==> config.mk <==
export PLATFORM = sky130hd
export DESIGN_NAME = mem_bus_interface
export DESIGN_NICKNAME = d
export VERILOG_FILES = /design/src/rtl/mem_bus_interface_pkg.sv /design/src/rtl/mem_bus_interface_bus_timeout_counter.sv /design/src/rtl/mem_bus_interface.sv
export SDC_FILE = /design/constraint.sdc
export NUM_CORES = 1
export LEC_CHECK = 0
export CAP_MARGIN = 20
export CORE_ASPECT_RATIO = 1.2
export CORE_MARGIN = 2
export CORE_UTILIZATION = 38
export DETAILED_ROUTE_END_ITERATION = 6
export GPL_ROUTABILITY_DRIVEN = 0
export GPL_TIMING_DRIVEN = 0
export PLACE_DENSITY = 0.81
export SYNTH_ARGS = -nofsm -noshare
export SYNTH_HDL_FRONTEND = slang
export SYNTH_HIERARCHICAL = 1
export SYNTH_SLANG_ARGS = --single-unit
==> constraint.sdc <==
create_clock -name clk -period 1.71 [get_ports clk]
set_clock_uncertainty 0.2 [all_clocks]
set_input_delay 0.342 -clock clk [delete_from_list [all_inputs] [get_ports clk]]
set_output_delay 0.342 -clock clk [all_outputs]
set_load 0.005 [all_outputs]
==> src/rtl/mem_bus_interface_pkg.sv <==
// Shared definitions for the core-to-bus memory bridge: address-source codes
// (matching the control unit) and the bridge FSM state encoding.
package mem_bus_interface_pkg;

    localparam logic ADRSRC_PC  = 1'b0;
    localparam logic ADRSRC_ALU = 1'b1;

    typedef enum logic [1:0] {
        ST_IDLE = 2'd0,
        ST_REQ  = 2'd1,
        ST_DONE = 2'd2
    } bus_state_t;

    function automatic logic is_word_aligned(input logic [1:0] addr_lsb);
        return (addr_lsb == 2'b00);
    endfunction

endpackage

==> src/rtl/mem_bus_interface_bus_timeout_counter.sv <==
// Cycle counter for an outstanding bus request; flags expiry on the last
// allowed wait cycle and saturates there so it can never wrap.
module bus_timeout_counter #(
    parameter int TIMEOUT_CYCLES = 16
) (
    input  logic clk,
    input  logic reset,
    input  logic clear,
    input  logic enable,
    output logic expired
);

    localparam int CNT_W = $clog2(TIMEOUT_CYCLES);
    localparam logic [CNT_W-1:0] LAST_COUNT = CNT_W'(TIMEOUT_CYCLES - 1);

    logic [CNT_W-1:0] count_reg;

    always_ff @(posedge clk) begin
        if (reset) begin
            count_reg <= '0;
        end else if (clear) begin
            count_reg <= '0;
        end else if (enable && (count_reg != LAST_COUNT)) begin
            count_reg <= count_reg + 1'b1;
        end
    end

    assign expired = (count_reg == LAST_COUNT);

endmodule

==> src/rtl/mem_bus_interface.sv <==
// Bridges the multicycle core's unified memory port to an ack-based bus:
// one transaction per request, held read data, done/misaligned/timeout pulses.
module mem_bus_interface
    import mem_bus_interface_pkg::*;
#(
    parameter int DATA_W         = 32,
    parameter int TIMEOUT_CYCLES = 16
) (
    input  logic              clk,
    input  logic              reset,
    input  logic              req_valid,
    input  logic              req_we,
    input  logic              adrsource,
    input  logic [DATA_W-1:0] pc,
    input  logic [DATA_W-1:0] alu_result,
    input  logic [DATA_W-1:0] wdata,
    output logic [DATA_W-1:0] rdata,
    output logic              done,
    output logic              busy,
    output logic              misaligned,
    output logic              timeout,
    output logic              bus_req,
    output logic              bus_we,
    output logic [DATA_W-1:0] bus_addr,
    output logic [DATA_W-1:0] bus_wdata,
    input  logic              bus_ack,
    input  logic [DATA_W-1:0] bus_rdata
);

    bus_state_t        state_reg;
    logic [DATA_W-1:0] rdata_reg;
    logic              done_reg;
    logic              busy_reg;
    logic              misaligned_reg;
    logic              timeout_reg;
    logic              bus_req_reg;
    logic              bus_we_reg;
    logic [DATA_W-1:0] bus_addr_reg;
    logic [DATA_W-1:0] bus_wdata_reg;

    logic [DATA_W-1:0] addr_next;
    logic              cnt_clear;
    logic              cnt_enable;
    logic              cnt_expired;

    always_comb begin
        addr_next = (adrsource == ADRSRC_ALU) ? alu_result : pc;
    end

    // Counter is held at zero while idle so it starts from zero on REQ entry.
    assign cnt_clear  = (state_reg == ST_IDLE);
    assign cnt_enable = (state_reg == ST_REQ);

    bus_timeout_counter #(
        .TIMEOUT_CYCLES(TIMEOUT_CYCLES)
    ) u_timeout (
        .clk    (clk),
        .reset  (reset),
        .clear  (cnt_clear),
        .enable (cnt_enable),
        .expired(cnt_expired)
    );

    always_ff @(posedge clk) begin
        if (reset) begin
            state_reg      <= ST_IDLE;
            rdata_reg      <= '0;
            done_reg       <= 1'b0;
            busy_reg       <= 1'b0;
            misaligned_reg <= 1'b0;
            timeout_reg    <= 1'b0;
            bus_req_reg    <= 1'b0;
            bus_we_reg     <= 1'b0;
            bus_addr_reg   <= '0;
            bus_wdata_reg  <= '0;
        end else begin
            done_reg       <= 1'b0;
            misaligned_reg <= 1'b0;
            timeout_reg    <= 1'b0;
            case (state_reg)
                ST_IDLE: begin
                    if (req_valid) begin
                        bus_addr_reg  <= addr_next;
                        bus_we_reg    <= req_we;
                        bus_wdata_reg <= wdata;
                        busy_reg      <= 1'b1;
                        if (is_word_aligned(addr_next[1:0])) begin
                            bus_req_reg <= 1'b1;
                            state_reg   <= ST_REQ;
                        end else begin
                            misaligned_reg <= 1'b1;
                            done_reg       <= 1'b1;
                            state_reg      <= ST_DONE;
                        end
                    end
                end
                ST_REQ: begin
                    // An ack in the final wait cycle still completes normally.
                    if (bus_ack) begin
                        if (!bus_we_reg) begin
                            rdata_reg <= bus_rdata;
                        end
                        bus_req_reg <= 1'b0;
                        done_reg    <= 1'b1;
                        state_reg   <= ST_DONE;
                    end else if (cnt_expired) begin
                        bus_req_reg <= 1'b0;
                        timeout_reg <= 1'b1;
                        done_reg    <= 1'b1;
                        state_reg   <= ST_DONE;
                    end
                end
                ST_DONE: begin
                    busy_reg  <= 1'b0;
                    state_reg <= ST_IDLE;
                end
                default: begin
                    busy_reg    <= 1'b0;
                    bus_req_reg <= 1'b0;
                    state_reg   <= ST_IDLE;
                end
            endcase
        end
    end

    assign rdata      = rdata_reg;
    assign done       = done_reg;
    assign busy       = busy_reg;
    assign misaligned = misaligned_reg;
    assign timeout    = timeout_reg;
    assign bus_req    = bus_req_reg;
    assign bus_we     = bus_we_reg;
    assign bus_addr   = bus_addr_reg;
    assign bus_wdata  = bus_wdata_reg;

endmodule

After elaboration in Yosys (flattened, before gate mapping)
Cells that the tools add are included.
- input port bits: 134
- bits in registers: 108
- logic and storage cells: 52
- memories kept: 0
- output and inout bits: 102
- ROM bits: 0
- latch bits: 0
- bits in writable memories: 0
- $add $sub $neg: 1
- $lt $le $gt $ge: 0
- div/mod/pow operators: 0
- multiplexer cells: 18
- bitwise gates (word level): 4
- reduce and logical (&&, ||, !) cells: 11
- eq/ne operators: 7
- multiply operators: 0
- shift-type cells: 0
- operators by type and width (operator ; count):
    32-bit 2-to-1 mux ; 1
    1-bit 2-to-1 mux ; 9
    2-bit 2-to-1 mux ; 4
    2-bit AND reduction ; 3
    4-bit by 1-bit adder with 4-bit output, second input constant ; 1
    4-bit == test, second input constant ; 1
    2-bit logical NOT ; 2
    4-bit != test, second input constant ; 1
    1-bit inverter ; 4
    1-bit one-hot mux with 2 select lines ; 2
    2-bit one-hot mux with 2 select lines ; 1
    4-bit AND reduction ; 1
    2-bit OR reduction ; 2
    3-bit != test, second input constant ; 1
    1-bit one-hot mux with 3 select lines ; 1
    3-bit AND reduction ; 1
    3-bit OR reduction ; 1
    2-bit by 1-bit == test with 1-bit output, second input constant ; 1
    2-bit == test, second input constant ; 1
    2-bit by 1-bit != test with 1-bit output, second input constant ; 1
    2-bit != test, second input constant ; 1
    1-bit logical AND ; 1

Depth between registers and ports, before layout
- depth after elaboration: 5
- depth in mapped cells: 6
- mapped depth without buffers: 6

Hierarchy
Netlist, hierarchy kept.
- by module, submodules not included (module ; cells an instance ; instances ; area each (µm²)):
    mem_bus_interface ; 459 ; 1 ; 3935.0
    bus_timeout_counter ; 22 ; 1 ; 211.5

Least setup slack after synthesis
No wires, ideal clock.
- path type: input port to flip-flop
- start point: in adrsource
- end point: reg done_reg, in the netlist done
- data required time: 1.424 ns
- setup time: 0.086 ns
- data arrival time: 1.274 ns
- path buffers: 1
- stages: 4
- path slack: 0.151 ns
- cell sequence: buf_6 > nor3b_1 > or4b_4 > a211oi_1
- word-level cells in the longest chain between the ends: 5
- RTL lines (element ; line ; text):
    start: declaration ; mem_bus_interface.sv:13 ; input logic adrsource,
    32-bit 2-to-1 mux ; mem_bus_interface.sv:47 ; addr_next = (adrsource == ADRSRC_ALU) ? alu_result : pc;
    2-bit logical NOT ; mem_bus_interface_pkg.sv:15 ; return (addr_lsb == 2'b00);
    1-bit 2-to-1 mux ; mem_bus_interface.sv:87 ; if (is_word_aligned(addr_next[1:0])) begin
    1-bit 2-to-1 mux ; mem_bus_interface.sv:82 ; if (req_valid) begin
    1-bit one-hot mux with 2 select lines ; mem_bus_interface.sv:80 ; case (state_reg)
    end signal: assignment ; mem_bus_interface.sv:77 ; done_reg <= 1'b0;
    end signal: assignment ; mem_bus_interface.sv:92 ; done_reg <= 1'b1;
    end signal: assignment ; mem_bus_interface.sv:104 ; done_reg <= 1'b1;
    end: declaration ; mem_bus_interface.sv:32 ; logic done_reg;
No other way between the ends.
A chain may end at the register's enable or synchronous reset.

Worst setup path after layout
- start point: in req_valid
- end point: reg bus_addr_reg[21], in the netlist bus_addr[21]
- word-level cells in the longest chain between the ends: 1
- RTL lines (element ; line ; text):
    start: declaration ; mem_bus_interface.sv:11 ; input logic req_valid,
    2-bit AND reduction (no source line) ; -- ;
    end signal: assignment ; mem_bus_interface.sv:83 ; bus_addr_reg <= addr_next;
    end: declaration ; mem_bus_interface.sv:38 ; logic [DATA_W-1:0] bus_addr_reg;
No other way between the ends.

==> impl_results.md <==
* CTS root buffer: clkbuf_16
* Final core utilization at 0.653
* Routed Wire Length at 12.6 mm
* WL/cell at about 15 um
* Multiplexer area fraction after synthesis at 0.0772
* Avg Inst Size Synth at 8.62 um^2
* Rows at 41
* Hpwl dp at 10.0 mm
* Cells on worst reg2reg path at 5
* Post-route ant nets at 0
* Io pins at 236
* Max Clk Rate at 605 MHz
* Data arrival time of the worst path at 1.70 ns
* Final period utilization at 0.966
* Min Hold Slack at 0.213 ns
* Post-synthesis register bit count at between 100 and 150
* Most frequent cells in the layout: nand2_1 (133), clkdlybuf4s50_1 (131), dlygate4sd2_1 (100)
* Hold WC Path Type: in2reg
* # DRC at 0
* Register area share after synthesis at 0.521
* Total track usage at 0.212
* CP required at 1.75 ns
* Pwr dens at approximately 820 nW/um^2
* Number of fill cells at 934
* Kind of critical path: in2reg
* Cts repair resizes at 128
* Die Ht at 118 um
* First-pass iteration count of the detailed router at 4
* Area Growth Syn to Fin at 66.5%
* Max_slew headroom at 0.687
* Grt ovf at 0
* Ys flop type: dfxtp_1
* Layout cell share with drive strength beyond 1 at 0.105
* Final Critical Period at ~1.7 ns
* Max Root-Sink Buffers at 2
* Hold Vio Cnt, Final at 0
* Setup violations, final at 0
* TritonCTS buffer count at 9
* Status: completed
* Synth async-reset ratio at 0
* Post-cts hold buffer count at 0
* Die extent in x at 99.4 um
* Simple-gate area share of the yosys netlist at 0.189
* Buffers added on ports at 234
* First-pass GRT wire length at between 20 and 25 mm
* Die ar. at 11800 um^2
* Largest net degree at the start of global routing at 18
* Worst-Skew Late Latency at 0.34 ns
* Initial DRC count at between 100 and 150
* Worst slew pin tran at 0.470 ns
* Setup bufs post-CTS at 0
* Main combinational cell family by area after synthesis: simple AND/OR/NAND/NOR gates
* Initial antenna violation count at 0
* YS warnings at 6
* Max H-tree Level at 3
* Hold Path Stages at 4
* Cell taking the most area after synthesis: dfxtp_1
* Antenna fix cells at 0
* Initial core utilization at 0.392
* Synthesized area at around 4100 um^2
* CP Capture Type: flip-flop
* Max-slew violation count at 0
* Worst Path Max Fanout at 10
* Mapped Cells at about 480
* Number of distinct library cells after synthesis at 36
* Startpoint class of the critical path: input pin
* TritonCTS clock tree: built
* Area contributors post-synth: dfxtp_1 (52%), nand2_1 (12%), a21oi_1 (8.2%), mux2i_1 (7.7%), a211oi_1 (6.2%)
* TritonCTS Sinks at 108
* Vias per cell at 4.88
* Vias in the first global route at 4362
* Synth Area in XOR/XNOR at 0
* Post-synth top area share at 0.521
* Most common cell after layout, fill and taps aside: nand2_1
* # nets final at 860
* LEAKAGE at 3.10 nW
* Maximum capacitance violations at 0
* Synthesized-area fraction occupied by adder cells at 0.00302
* Vias at 4192
* Synth Net Count at 616
* Max VDD drop at roughly 440 uV
* EDFF count, synth at 0
* Core area at 10600 um^2
* RSZ-0062 raised after global routing: true
* Compound-Gate Fraction of Synth Area at 0.161
* Clock Pin Slew Worst Setup and Hold Paths at 0.07 ns
==> final timing paths <==
check | startpoint | to | slack [ns]
max | req_valid | bus_addr[21] | 0.06
max reg2reg | u_timeout/count_reg[0] | bus_req | 0.08
min | bus_ack | state_reg[0] | 0.21
min reg2reg | bus_wdata[7] | bus_wdata[7] | 0.25
==> stage by stage <==
stage / cell area, um^2 / total power, mW / setup slack (ns) / TNS [ns] / std cells
after floorplan: 4150 / 3.17 / 0.151 / 0 / 481
after global placement: 6650 / 3.84 / -0.757 / -55.96 / 844
after detailed placement: 6650 / 3.87 / -0.813 / -59.56 / 844
after CTS: 6850 / 5.73 / 0.00129 / 0 / 860
after global routing: 6900 / 5.95 / -0.00642 / -0.0134 / 859
final: 6900 / 5.69 / 0.0576 / 0 / 859
==> worst max-delay path: stages <==
cell and delay, ns:
clkdlybuf4s50_1 0.49, nor3b_2 0.16, buf_4 0.18, clkbuf_4 0.22, nor2_1 0.06, a211oi_1 0.24
==> area by class of cell <==
type	instances	area [um^2]	area share
Clock buffer	11	243	0.0352
Inverter	3	11.3	0.00163
Multi-Input combinational cell	330	1800	0.260
Sequential cell	108	2180	0.316
Tap cell	129	161	0.0234
Clock inverter	5	35.0	0.00508
Buffer	39	250	0.0363
Timing Repair Buffer	234	2220	0.322
==> logic make-up (layout without fill, tap and decap cells) <==
logic type / Yosys count / after routing
adders and majority gates: 1 / 1
buffers and inverters: 43 / 292
DFF: 108 / 108
and+or+nand+nor: 188 / 188
muxes: 32 / 32
AOI/OAI and AO/OA: 109 / 109
==> layer usage <==
layer,global-route usage,vias to the layer above,share of wire
li1,-,2111,-
met1,0.221,1876,0.38
met2,0.390,178,0.50
met3,0.0633,27,0.086
met4,0.0865,0,0.026
met5,0,-,0
==> power breakdown <==
group | switching (mW) | leakage, nW | internal (mW)
Sequential | 0.0701 | 0.891 | 2.66
Clock | 0.919 | 0.136 | 1.03
Combinational | 0.418 | 2.07 | 0.584
Total | 1.41 | 3.10 | 4.28
==> Yosys cell counts (2+ instances only) <==
cell / number
nand2_1: 133
buf_2: 23
mux2i_1: 32
nand3_1: 2
dfxtp_1: 108
clkbuf_1: 15
a211oi_1: 34
a21oi_1: 68
nor2_1: 37
inv_1: 2
nand4b_1: 2
Power figures use the tool's default switching activity.
